$ cat config.mk
export PLATFORM = sky130hd
export DESIGN_NAME = dma_io_endpoint_flat
export DESIGN_NICKNAME = d
export VERILOG_FILES = /design/src/rtl/dma_io_endpoint_pkg.sv /design/src/rtl/dma_io_endpoint_if.sv /design/src/rtl/dma_io_endpoint_fifo.sv /design/src/rtl/dma_io_endpoint.sv /design/src/flat_wrapper.sv
export SDC_FILE = /design/constraint.sdc
export NUM_CORES = 1
export LEC_CHECK = 0
export CAP_MARGIN = 5
export CORE_ASPECT_RATIO = 1.75
export CORE_MARGIN = 10
export CORE_UTILIZATION = 50
export DETAILED_ROUTE_END_ITERATION = 7
export PLACE_DENSITY_LB_ADDON = 0.08
export SYNTH_ARGS = -nofsm -noshare
export SYNTH_HDL_FRONTEND = slang
export SYNTH_SLANG_ARGS = --single-unit
export TNS_END_PERCENT = 1
$ cat constraint.sdc
create_clock -name CLK -period 4.2 [get_ports CLK]
set_clock_uncertainty 0.15 [all_clocks]
set_input_delay 0.42 -clock CLK [delete_from_list [all_inputs] [get_ports CLK]]
set_output_delay 0.42 -clock CLK [all_outputs]
set_load 0.01 [all_outputs]
$ cat src/rtl/dma_io_endpoint_pkg.sv
// Shared types for the DMA I/O endpoint: FSM states and transfer direction.
package dma_io_endpoint_pkg;

   typedef enum logic [1:0] {
      IDLE,
      REQ,
      XFER,
      HOLD
   } endpoint_state_t;

   typedef enum logic {
      DEV2MEM = 1'b0,
      MEM2DEV = 1'b1
   } dir_t;

endpackage

$ cat src/rtl/dma_io_endpoint_if.sv
// 8237A-style DMA bus between a channel (master) and a peripheral endpoint (slave).
interface dma_io_endpoint_if #(
   parameter int DATA_W = 8
);
   logic              DREQ;
   logic              DACK;
   logic              IOR_N;
   logic              IOW_N;
   logic              EOP_N;
   logic [DATA_W-1:0] DB_IN;
   logic [DATA_W-1:0] DB_OUT;
   logic              DB_OE;

   modport master (
      input  DREQ, DB_OUT, DB_OE,
      output DACK, IOR_N, IOW_N, EOP_N, DB_IN
   );

   modport slave (
      output DREQ, DB_OUT, DB_OE,
      input  DACK, IOR_N, IOW_N, EOP_N, DB_IN
   );
endinterface

$ cat src/rtl/dma_io_endpoint_fifo.sv
// Synchronous FIFO with head always visible; simultaneous push/pop accepted even when full.
module dma_sync_fifo #(
   parameter int DATA_W     = 8,
   parameter int FIFO_DEPTH = 8
) (
   input  logic                          CLK,
   input  logic                          RESET,
   input  logic                          i_push,
   input  logic                          i_pop,
   input  logic [DATA_W-1:0]             i_data,
   output logic [DATA_W-1:0]             o_data,
   output logic                          o_full,
   output logic                          o_empty,
   output logic [$clog2(FIFO_DEPTH):0]   o_count,
   output logic [$clog2(FIFO_DEPTH):0]   o_count_next
);
   localparam int PTR_W = $clog2(FIFO_DEPTH);
   localparam int CNT_W = PTR_W + 1;

   logic [DATA_W-1:0] r_mem [FIFO_DEPTH];
   logic [PTR_W-1:0]  r_wr_ptr;
   logic [PTR_W-1:0]  r_rd_ptr;
   logic [CNT_W-1:0]  r_count;
   logic              w_push_ok;
   logic              w_pop_ok;

   assign o_full       = (r_count == CNT_W'(FIFO_DEPTH));
   assign o_empty      = (r_count == '0);
   assign o_count      = r_count;
   assign o_data       = r_mem[r_rd_ptr];
   assign w_pop_ok     = i_pop & ~o_empty;
   assign w_push_ok    = i_push & (~o_full | w_pop_ok);
   assign o_count_next = r_count + CNT_W'(w_push_ok) - CNT_W'(w_pop_ok);

   always_ff @(posedge CLK) begin
      if (RESET) begin
         r_wr_ptr <= '0;
         r_rd_ptr <= '0;
         r_count  <= '0;
      end else begin
         if (w_push_ok) r_wr_ptr <= r_wr_ptr + PTR_W'(1);
         if (w_pop_ok)  r_rd_ptr <= r_rd_ptr + PTR_W'(1);
         r_count <= o_count_next;
      end
   end

   always_ff @(posedge CLK) begin
      if (w_push_ok) r_mem[r_wr_ptr] <= i_data;
   end
endmodule

$ cat src/rtl/dma_io_endpoint.sv
// Peripheral-side DMA responder: DREQ/DACK handshake, IOR_N/IOW_N strobes, EOP handling,
// and a FIFO bridging the DMA bus to a local valid/ready stream.
module dma_io_endpoint
   import dma_io_endpoint_pkg::*;
#(
   parameter int DATA_W     = 8,
   parameter int FIFO_DEPTH = 8
) (
   input  logic              CLK,
   input  logic              RESET,
   input  logic              enable,
   input  logic              dir,
   input  logic              demand,
   dma_io_endpoint_if.slave  bus,
   input  logic              src_valid,
   output logic              src_ready,
   input  logic [DATA_W-1:0] src_data,
   output logic              snk_valid,
   input  logic              snk_ready,
   output logic [DATA_W-1:0] snk_data,
   output logic              tc_flag,
   output logic              strobe_err
);
   localparam int CNT_W = $clog2(FIFO_DEPTH) + 1;
   localparam logic [CNT_W-1:0] DEPTH_C = CNT_W'(FIFO_DEPTH);

   endpoint_state_t   r_state;
   logic              r_dreq;
   logic              r_tc;
   logic              r_err;
   logic              r_ior_q;
   logic              r_iow_q;
   logic              r_rd_act;
   logic              r_wr_act;
   logic [DATA_W-1:0] r_wdata;

   dir_t              w_dir;
   logic              w_dev2mem;
   logic              w_xfer;
   logic              w_rd_rise;
   logic              w_wr_rise;
   logic              w_complete;
   logic              w_strobe_low;
   logic              w_err;
   logic              w_push;
   logic              w_pop;
   logic              w_full;
   logic              w_empty;
   logic              w_ready;
   logic              w_ready_next;
   logic [DATA_W-1:0] w_push_data;
   logic [DATA_W-1:0] w_head;
   logic [DATA_W-1:0] w_bus_data;
   logic [CNT_W-1:0]  w_count;
   logic [CNT_W-1:0]  w_count_next;

   assign w_dir     = dir_t'(dir);
   assign w_dev2mem = (w_dir == DEV2MEM);
   assign w_xfer    = (r_state == XFER);

   // A strobe opened in XFER completes on its rising edge even if EOP moved the FSM to HOLD meanwhile.
   assign w_rd_rise    = w_dev2mem & r_rd_act & bus.IOR_N;
   assign w_wr_rise    = ~w_dev2mem & r_wr_act & bus.IOW_N;
   assign w_complete   = w_rd_rise | w_wr_rise;
   assign w_strobe_low = w_dev2mem ? ~bus.IOR_N : ~bus.IOW_N;
   assign w_err        = bus.DACK & (w_dev2mem ? (~bus.IOW_N & r_iow_q) : (~bus.IOR_N & r_ior_q));

   // A bus pop this cycle frees a slot, so a full FIFO can still take a local byte.
   assign src_ready   = w_dev2mem & (~w_full | w_rd_rise);
   assign snk_valid   = ~w_dev2mem & ~w_empty;
   assign w_push      = w_dev2mem ? (src_valid & src_ready) : w_wr_rise;
   assign w_pop       = w_dev2mem ? w_rd_rise : (snk_valid & snk_ready);
   assign w_push_data = w_dev2mem ? src_data : r_wdata;

   assign w_ready      = w_dev2mem ? (w_count != '0) : (w_count != DEPTH_C);
   assign w_ready_next = w_dev2mem ? (w_count_next != '0) : (w_count_next != DEPTH_C);

   assign w_bus_data  = w_empty ? '0 : w_head;
   assign bus.DB_OUT  = w_bus_data;
   assign snk_data    = w_bus_data;
   assign bus.DB_OE   = bus.DACK & ~bus.IOR_N & w_dev2mem & w_xfer;
   assign bus.DREQ    = r_dreq;
   assign tc_flag     = r_tc;
   assign strobe_err  = r_err;

   dma_sync_fifo #(
      .DATA_W     (DATA_W),
      .FIFO_DEPTH (FIFO_DEPTH)
   ) u_fifo (
      .CLK          (CLK),
      .RESET        (RESET),
      .i_push       (w_push),
      .i_pop        (w_pop),
      .i_data       (w_push_data),
      .o_data       (w_head),
      .o_full       (w_full),
      .o_empty      (w_empty),
      .o_count      (w_count),
      .o_count_next (w_count_next)
   );

   always_ff @(posedge CLK) begin
      if (RESET) begin
         r_ior_q  <= 1'b1;
         r_iow_q  <= 1'b1;
         r_rd_act <= 1'b0;
         r_wr_act <= 1'b0;
         r_err    <= 1'b0;
         r_wdata  <= '0;
      end else begin
         r_ior_q  <= bus.IOR_N;
         r_iow_q  <= bus.IOW_N;
         r_err    <= w_err;
         r_rd_act <= enable & ~bus.IOR_N & w_dev2mem & (r_rd_act | (w_xfer & bus.DACK));
         r_wr_act <= enable & ~bus.IOW_N & ~w_dev2mem & (r_wr_act | (w_xfer & bus.DACK));
         if (~bus.IOW_N & ~w_dev2mem & (r_wr_act | (w_xfer & bus.DACK)))
            r_wdata <= bus.DB_IN;
      end
   end

   always_ff @(posedge CLK) begin
      if (RESET) begin
         r_state <= IDLE;
         r_dreq  <= 1'b0;
         r_tc    <= 1'b0;
      end else if (!enable) begin
         r_state <= IDLE;
         r_dreq  <= 1'b0;
         r_tc    <= 1'b0;
      end else if (!bus.EOP_N && bus.DACK) begin
         r_state <= HOLD;
         r_dreq  <= 1'b0;
         r_tc    <= 1'b1;
      end else begin
         case (r_state)
            IDLE: begin
               if (w_ready && !r_tc) begin
                  r_state <= REQ;
                  r_dreq  <= 1'b1;
               end else begin
                  r_dreq  <= 1'b0;
               end
            end
            REQ: begin
               r_dreq <= 1'b1;
               if (bus.DACK) r_state <= XFER;
            end
            XFER: begin
               if (w_complete) begin
                  if (demand && w_ready_next) begin
                     r_dreq <= 1'b1;
                  end else begin
                     r_state <= HOLD;
                     r_dreq  <= 1'b0;
                  end
               end else if (!bus.DACK && !w_strobe_low) begin
                  r_state <= w_ready ? REQ : IDLE;
                  r_dreq  <= w_ready;
               end
            end
            HOLD: begin
               r_dreq <= 1'b0;
               if (!bus.DACK) r_state <= IDLE;
            end
            default: begin
               r_state <= IDLE;
               r_dreq  <= 1'b0;
            end
         endcase
      end
   end
endmodule

$ cat src/flat_wrapper.sv
// flat-port wrapper written by rule: the top's interface ports become plain ports
module dma_io_endpoint_flat import dma_io_endpoint_pkg::*;
#(
   parameter int DATA_W     = 8,
   parameter int FIFO_DEPTH = 8
)
  (CLK, RESET, enable, dir, demand, src_valid, src_ready, src_data, snk_valid, snk_ready, snk_data, tc_flag, strobe_err, bus_DREQ, bus_DB_OUT, bus_DB_OE, bus_DACK, bus_IOR_N, bus_IOW_N, bus_EOP_N, bus_DB_IN);
  dma_io_endpoint_if #(.DATA_W(DATA_W)) bus_i ();
  input  logic CLK;
  input  logic RESET;
  input  logic enable;
  input  logic dir;
  input  logic demand;
  input  logic src_valid;
  output logic src_ready;
  input  logic [DATA_W-1:0] src_data;
  output logic snk_valid;
  input  logic snk_ready;
  output logic [DATA_W-1:0] snk_data;
  output logic tc_flag;
  output logic strobe_err;
  output wire logic [$bits(bus_i.DREQ)-1:0] bus_DREQ;
  output wire logic [$bits(bus_i.DB_OUT)-1:0] bus_DB_OUT;
  output wire logic [$bits(bus_i.DB_OE)-1:0] bus_DB_OE;
  input wire logic [$bits(bus_i.DACK)-1:0] bus_DACK;
  input wire logic [$bits(bus_i.IOR_N)-1:0] bus_IOR_N;
  input wire logic [$bits(bus_i.IOW_N)-1:0] bus_IOW_N;
  input wire logic [$bits(bus_i.EOP_N)-1:0] bus_EOP_N;
  input wire logic [$bits(bus_i.DB_IN)-1:0] bus_DB_IN;
  assign bus_DREQ = bus_i.DREQ;
  assign bus_DB_OUT = bus_i.DB_OUT;
  assign bus_DB_OE = bus_i.DB_OE;
  assign bus_i.DACK = bus_DACK;
  assign bus_i.IOR_N = bus_IOR_N;
  assign bus_i.IOW_N = bus_IOW_N;
  assign bus_i.EOP_N = bus_EOP_N;
  assign bus_i.DB_IN = bus_DB_IN;
  dma_io_endpoint #(.DATA_W(DATA_W), .FIFO_DEPTH(FIFO_DEPTH)) u_core (.CLK(CLK), .RESET(RESET), .enable(enable), .dir(dir), .demand(demand), .bus(bus_i), .src_valid(src_valid), .src_ready(src_ready), .src_data(src_data), .snk_valid(snk_valid), .snk_ready(snk_ready), .snk_data(snk_data), .tc_flag(tc_flag), .strobe_err(strobe_err));
endmodule
==> results of run 1 <==
where the power goes:
group / switching (mW) / internal [mW] / leakage (nW)
clock: 0.313 / 0.432 / 0.130
combinational: 0.391 / 0.438 / 0.779
sequential: 0.0421 / 1.04 / 0.831
layout make-up:
type	count	area, sq um
multi-input combinational	154	1398
inverter	12	45.04
sequential	94	2522
clock inverter	3	18.77
tap	90	112.6
fill	638	3035
timing repair buffer	60	570.5
clock buffer	13	260.3
through the flow:
| step | util, % | hold WS (ns) | area [sq um] | worst slack [ns] |
|---|---|---|---|---|
| global placement | 58.38 | 0.3285 | 4648 | 0.6541 |
| CTS | 61.88 | 0.3470 | 4927 | 0.9560 |
| detailed placement | 58.38 | 0.3347 | 4648 | 0.6107 |
| floorplan | - | 0.3076 | 4085 | 1.157 |
| finish | 61.88 | 0.3372 | 4927 | 0.9530 |
| global route | 61.88 | 0.3940 | 4927 | 0.7895 |
cell families after synthesis:
logic type / share of synthesized area (%)
AO/OA/AOI/OAI: 4.288
XOR/XNOR: 1.715
adder cells (fa/ha/maj): 2.940
buffers and inverters: 4.042
flip-flops: 61.75
multiplexers: 15.96
AND/OR/NAND/NOR: 9.311
cells in the final DEF, fill, tap and decap left out, types with 3 or more instances in the layout:
cell             netlist  routed
a21oi_1                8       8
nand2_1                6       6
xnor2_1                6       6
mux4_2                16      16
mux2i_1               19      19
nor2b_1                3       3
buf_4                  9      12
nor4b_1                3       3
ha_1                   8       8
or2_2                  4       4
clkdlybuf4s50_1        0      48
inv_1                 12      12
nor2_1                33      33
edfxtp_1              64      64
nor3_1                 4       4
mux2_2                 9       9
dfxtp_1               30      30
o21ai_0                4       4
clkbuf_16              0       9
critical path: cells and delay by family:
kind	cells	cell delay, ns
compound gates	4	0.86
xor+xnor	1	0.19
fa+ha+maj	3	0.84
buf+inv	4	0.79
simple gates	2	0.21
worst paths after layout:
check | from | end | slack [ns] | cells past startpoint
worst max register to register | u_core.u_fifo.o_count[1] | u_core.bus.DREQ | 1.06 | 12
worst min register to register | u_core.r_wdata[0] | u_core.r_wdata[0] | 0.34 | 2
worst min-delay path | u_core.r_wdata[0] | u_core.r_wdata[0] | 0.34 | 2
worst max-delay path | dir | u_core.bus.DREQ | 0.95 | 14
flip-flops by register name, summed over array words and instances, names as in the netlist, 2 cells and up, named ones only:
register,flops
u_core.r_wdata,8
u_core.u_fifo.r_mem,64
u_core.u_fifo.r_wr_ptr,3
u_core.u_fifo.o_count,4
u_core.u_fifo.r_rd_ptr,3
u_core.r_state,2
metal layers:
layer  share of wire, %  wire length [um]
met5                  0                 0
met4                3.5               286
met3                3.6               294
met2                 57              4649
met1                 35              2877
==> flow_metrics.py, run 1 <==
metrics = {
    "yosys": {
        "synth_edf_count": 64,
        "synth_seq_area_share_pct": 61.75,
        "ys.flop_type": "edfxtp_1",
        "synth_top_area_share_pct": 47.04,
        "post-synth-top-count-cell": "edfxtp_1",
        "synthTopCellsByArea": "edfxtp_1 47%, dfxtp_1 15%, mux4_2 8.8%, mux2i_1 4.7%, nor2_1 3.0%",
        "synth_commonest_cells": "64 x edfxtp_1, 33 x nor2_1, 30 x dfxtp_1",
        "synth.yosys.warnings": 0,
        "synth_area_per_cell_sq_um": 14.59,
        "synth_nets": 316,
        "synthCells": 280,
        "ys_ff_latch": 94,
        "ys_async_sr_fraction_pct": 0,
        "synth.largest_area_cell": "edfxtp_1",
        "netlist_area_sq_um": 4085,
        "yosysUniqueCellTypes": 47,
    },
    "sta": {
        "drv_slew": 0,
        "setup_viol": 0,
        "finalHoldViolCount": 0,
        "grt_setup_unrepaired": "false",
        "setup_tns_ns": 0,
        "tightest_slew_ns": 0.7824,
        "period_needed_ns": 3.247,
        "clock.fmax_ghz": 0.3080,
        "timing.final.crit_share_pct": 77.31,
        "relSlewSlack_pct": 47.61,
    },
    "setup_path": {
        "crit_slowest_cell": "clkdlybuf4s50_1",
        "required_ns": 4.28,
        "cp.arrival_ns": 3.33,
        "path_class": "primary input to flip-flop",
        "path_cells": "clkdlybuf4s50_1 -> buf_4 -> nand2_1 -> a21oi_4 -> o22ai_4 -> ha_1 -> inv_1 -> ha_1 -> inv_1 -> fa_1 -> xor2_1 -> nand3b_1 -> o2111a_1 -> o21a_1",
        "cp-end-kind": "flip-flop",
        "max_stage_delay_ns": 0.49,
        "cp-start-kind": "primary input",
        "crit_fanout": 10,
    },
    "clocking": {
        "path_clk_slew_ns": 0.06,
        "cts-htree-levels": 3,
        "cts_resized": 0,
        "numCtsBuffers": 9,
        "cts.sinks": 94,
        "postCtsSetupBuffers": 0,
        "clockRootBuffer": "clkbuf_16",
        "cts_max_path_buffers": 2,
        "holdBufCountCts": 0,
        "clock_latency_ns": 0.33,
        "cts_tree": "built",
    },
    "final_layout": {
        "syn_to_final_growth_pct": 20.61,
        "antenna_cells": 0,
        "fin_cells": 426,
        "nets": 367,
        "drive_gt1_share_pct": 18.75,
    },
    "global_route": {
        "grt_use_met3_pct": 2.922,
        "grt_pass1_vias": 2498,
        "grt_max_degree": 23,
        "antenna_found_initial": 0,
        "busiest_layer": "met2",
        "grtUsageMet1_pct": 13.42,
        "grtUsageTotal_pct": 13.82,
        "grt_use_met2_pct": 25.54,
        "grt_overflow": 0,
        "grt_first_pass_wirelength_um": 12730,
    },
    "floorplan": {
        "fp.dieW_um": 88.33,
        "die_h_um": 139.6,
        "die_area_sq_um": 12330,
        "num_io_pins": 49,
        "core_sq_um": 7963,
        "initial_utilization_pct": 51.30,
        "row_count": 43,
    },
    "drt": {
        "num_vias": 2360,
        "finalWirelength_um": 8108,
        "drt-wirelength-per-cell_um": 19.03,
        "drc": 0,
        "via_per_inst": 5.540,
        "dr.pass1.iters": 4,
        "drtIter0Drc": 125,
        "ant_nets": 0,
    },
    "placed_design": {
        "hpwl_um": 6094,
        "dp_cells": 410,
        "port_buffers": 48,
        "gp_congestion": 0.7806,
    },
    "power_and_ir_drop": {
        "power.density_nw_per_um2": 539.4,
        "leakage_nw": 1.740,
        "ir_worst_vdd_mv": 0.2994,
        "power.total_mw": 2.658,
    },
    "flow_run": {
        "max-cap-violations": 0,
    },
    "worst_hold_path": {
        "hp-class": "flip-flop to flip-flop",
    },
    "run_status": {
        "status": "finished clean",
    },
}
Note: power is estimated with default switching activity, not from simulation.
==> run 2: changes to the inputs <==
==> constraint.sdc (replaced) <==
create_clock -name CLK -period 2.85 [get_ports CLK]
set_clock_uncertainty 0.15 [all_clocks]
set_input_delay 0.285 -clock CLK [delete_from_list [all_inputs] [get_ports CLK]]
set_output_delay 0.285 -clock CLK [all_outputs]
set_load 0.01 [all_outputs]
==> run 2 against run 1 <==
Die area unchanged; clock power up 50%; global-route usage is 0.80 points higher; flip-flop and latch count is the same; utilization up 3.2 points; sequential power up 49%; sequential share of layout area down 2.4 points; critical path depth decreased by 3; largest cell class unchanged; largest power group unchanged.
==> flow_metrics.py, run 2 (same netlist as run 1, synthesis figures left out) <==
metrics = {
    "clocking": {
        "holdBufCountCts": 0,
        "path_clk_slew_ns": 0.06,
        "cts_tree": "built",
        "clock_latency_ns": 0.34,
        "clockRootBuffer": "clkbuf_16",
        "numCtsBuffers": 9,
        "cts-htree-levels": 3,
        "cts_max_path_buffers": 2,
        "cts.sinks": 94,
    },
    "drt": {
        "dr.pass1.iters": 4,
        "num_vias": 2436,
        "drt-wirelength-per-cell_um": 19.26,
        "wl_met1_um": 3146,
        "finalWirelength_um": 8609,
        "drtIter0Drc": 116,
        "ant_nets": 0,
        "dr_wl_met2_um": 4763,
        "via_per_inst": 5.450,
        "route.met3.wl_um": 438,
        "drc": 0,
        "maxUsedRoutingLayer": "met4",
    },
    "floorplan": {
        "row_count": 43,
        "die_h_um": 139.6,
        "num_io_pins": 49,
        "core_sq_um": 7963,
        "initial_utilization_pct": 51.30,
        "fp.dieW_um": 88.33,
        "die_area_sq_um": 12330,
    },
    "global_route": {
        "grt_pass1_vias": 2465,
        "grt_first_pass_wirelength_um": 13190,
        "grt_overflow": 0,
        "grtUsageTotal_pct": 14.62,
        "grt_max_degree": 23,
        "antenna_found_initial": 0,
    },
    "final_layout": {
        "top_register": "u_core.u_fifo.r_mem",
        "drive_gt1_share_pct": 28.29,
        "antenna_cells": 0,
        "largest_reg_flops": 64,
        "syn_to_final_growth_pct": 26.89,
        "final_cell_mix": "64 x edfxtp_1, 47 x clkdlybuf4s50_1, 33 x nor2_1, 32 x buf_4, 26 x dfxtp_1",
        "nets": 388,
        "final_common_cell": "edfxtp_1",
    },
    "flow_run": {
        "max-cap-violations": 0,
    },
    "worst_hold_path": {
        "hp-class": "primary input to flip-flop",
    },
    "setup_path": {
        "path_class": "flip-flop to flip-flop",
        "max_stage_delay_ns": 0.52,
        "endpoint": "u_core.bus.DREQ",
        "cp.arrival_ns": 2.88,
        "path_buf_inv": 2,
        "r2r_end": "u_core.bus.DREQ",
        "path_cells": "nor2_1 -> a311oi_4 -> o22ai_4 -> ha_4 -> inv_2 -> ha_4 -> inv_2 -> fa_2 -> nand3b_1 -> o2111a_1 -> o21a_1",
        "reg2reg_depth": 11,
        "r2r-start": "u_core.u_fifo.o_count[0]",
        "cp-end-kind": "flip-flop",
        "cp-start-kind": "flip-flop",
        "crit_fanout": 3,
        "crit_start": "u_core.u_fifo.o_count[0]",
        "cp_num_cells": 11,
        "crit_slowest_cell": "fa_2",
        "required_ns": 2.94,
        "path_delay_family": "adder cells",
        "r2r_slack_ns": 0.06,
    },
    "sta": {
        "period_needed_ns": 2.791,
        "grt_setup_unrepaired": "true",
        "fin_hold_ws_ns": 0.1967,
        "drv_slew": 0,
        "tightest_slew_ns": 0.5795,
        "relSlewSlack_pct": 61.36,
        "setup_viol": 0,
        "clock.fmax_ghz": 0.3584,
        "finalHoldViolCount": 0,
        "timing.final.crit_share_pct": 97.91,
    },
    "run_status": {
        "status": "finished clean",
    },
    "power_and_ir_drop": {
        "leakage_nw": 1.872,
        "power.total_mw": 4.264,
        "power.density_nw_per_um2": 822.5,
        "ir_worst_vdd_mv": 0.4723,
    },
    "placed_design": {
        "port_buffers": 48,
        "gp_congestion": 0.7767,
        "hpwl_um": 6369,
    },
}
run 2: cell count changes in the layout (fill, tap and decap cells not counted), sizes merged:
cell           before  now
dlymetal6s2s        0    1
clkbuf             13   10
clkdlybuf4s50      48   47
inv                12   13
clkinvlp            2    1
buf                12   33
clkinv              1    4
run 2: worst min-delay path by stage:
stage / from / end / slack [ns] / cells after the start
finish: bus_IOR_N / u_core.r_rd_act / 0.20 / 3
global route: bus_IOR_N / u_core.r_rd_act / 0.21 / 3
CTS: u_core.tc_flag / u_core.tc_flag / 0.35 / 2
detailed placement: u_core.r_wdata[1] / u_core.r_wdata[1] / 0.34 / 2
global placement: u_core.r_wdata[3] / u_core.r_wdata[3] / 0.32 / 2
floorplan: RESET / u_core.u_fifo.o_count[0] / 0.21 / 1
run 2: metal layers:
metal  global-route usage [%]  up-vias
li1                         -     1170
met1                    14.67     1187
met2                    25.89       62
met3                    4.383       17
met4                    7.528        0
met5                        0        -
run 2: final cells by class:
cell class / instances / area (sq um)
clock buffer: 10 / 250.2
timing repair buffer: 81 / 743.2
fill: 593 / 2779
inverter: 12 / 47.55
tap: 90 / 112.6
multi-input combinational: 154 / 1469
sequential: 94 / 2527
clock inverter: 6 / 33.78
run 2: per-stage QoR:
step                      instances  utilization (%)   TNS [ns]  area [sq um]  setup slack, ns
final                           447            65.10          0          5184          0.05948
after global routing            447            65.10   -0.03577          5184         -0.03407
after CTS                       445            64.42  -0.001990          5130        -0.001990
after detailed placement        426            60.28    -0.6158          4800          -0.3522
after global placement          426            60.28    -0.5091          4800          -0.2991
after floorplan                 280                -    -0.1243          4104          -0.1086
run 2: what timing repair did:
item / CTS / global route
cloned: 0 / 0
setup endpoints to repair: 1 / 8
setup buffers: 3 / 2
resized for setup: 3 / 9
pin swaps: 3 / 8
run 2: worst register-to-register path: stages (launching register included):
cell      delay [ns]
dfxtp_2         0.35
nor2_1          0.29
a311oi_4        0.16
o22ai_4         0.23
ha_4            0.23
inv_2           0.06
ha_4            0.13
inv_2           0.03
fa_2            0.52
nand3b_1        0.09
o2111a_1        0.26
o21a_1          0.18
run 2: power by group:
group          total, mW  internal (mW)  switching (mW)  leakage (nW)
combinational       1.53          0.876           0.657         0.896
clock               1.12          0.637           0.482         0.143
sequential          1.61           1.54          0.0698         0.832
total               4.26           3.05            1.21          1.87
==> run 3: changes to the inputs <==
--- a/config.mk
+++ b/config.mk
@@ -5,6 +5,7 @@
 export SDC_FILE = /design/constraint.sdc
 export NUM_CORES = 1
 export LEC_CHECK = 0
+export ABC_AREA = 0
 export CAP_MARGIN = 5
 export CORE_ASPECT_RATIO = 1.75
 export CORE_MARGIN = 10
==> results of run 3 <==
Final layout, timing and power as in run 2 (identical DEF).
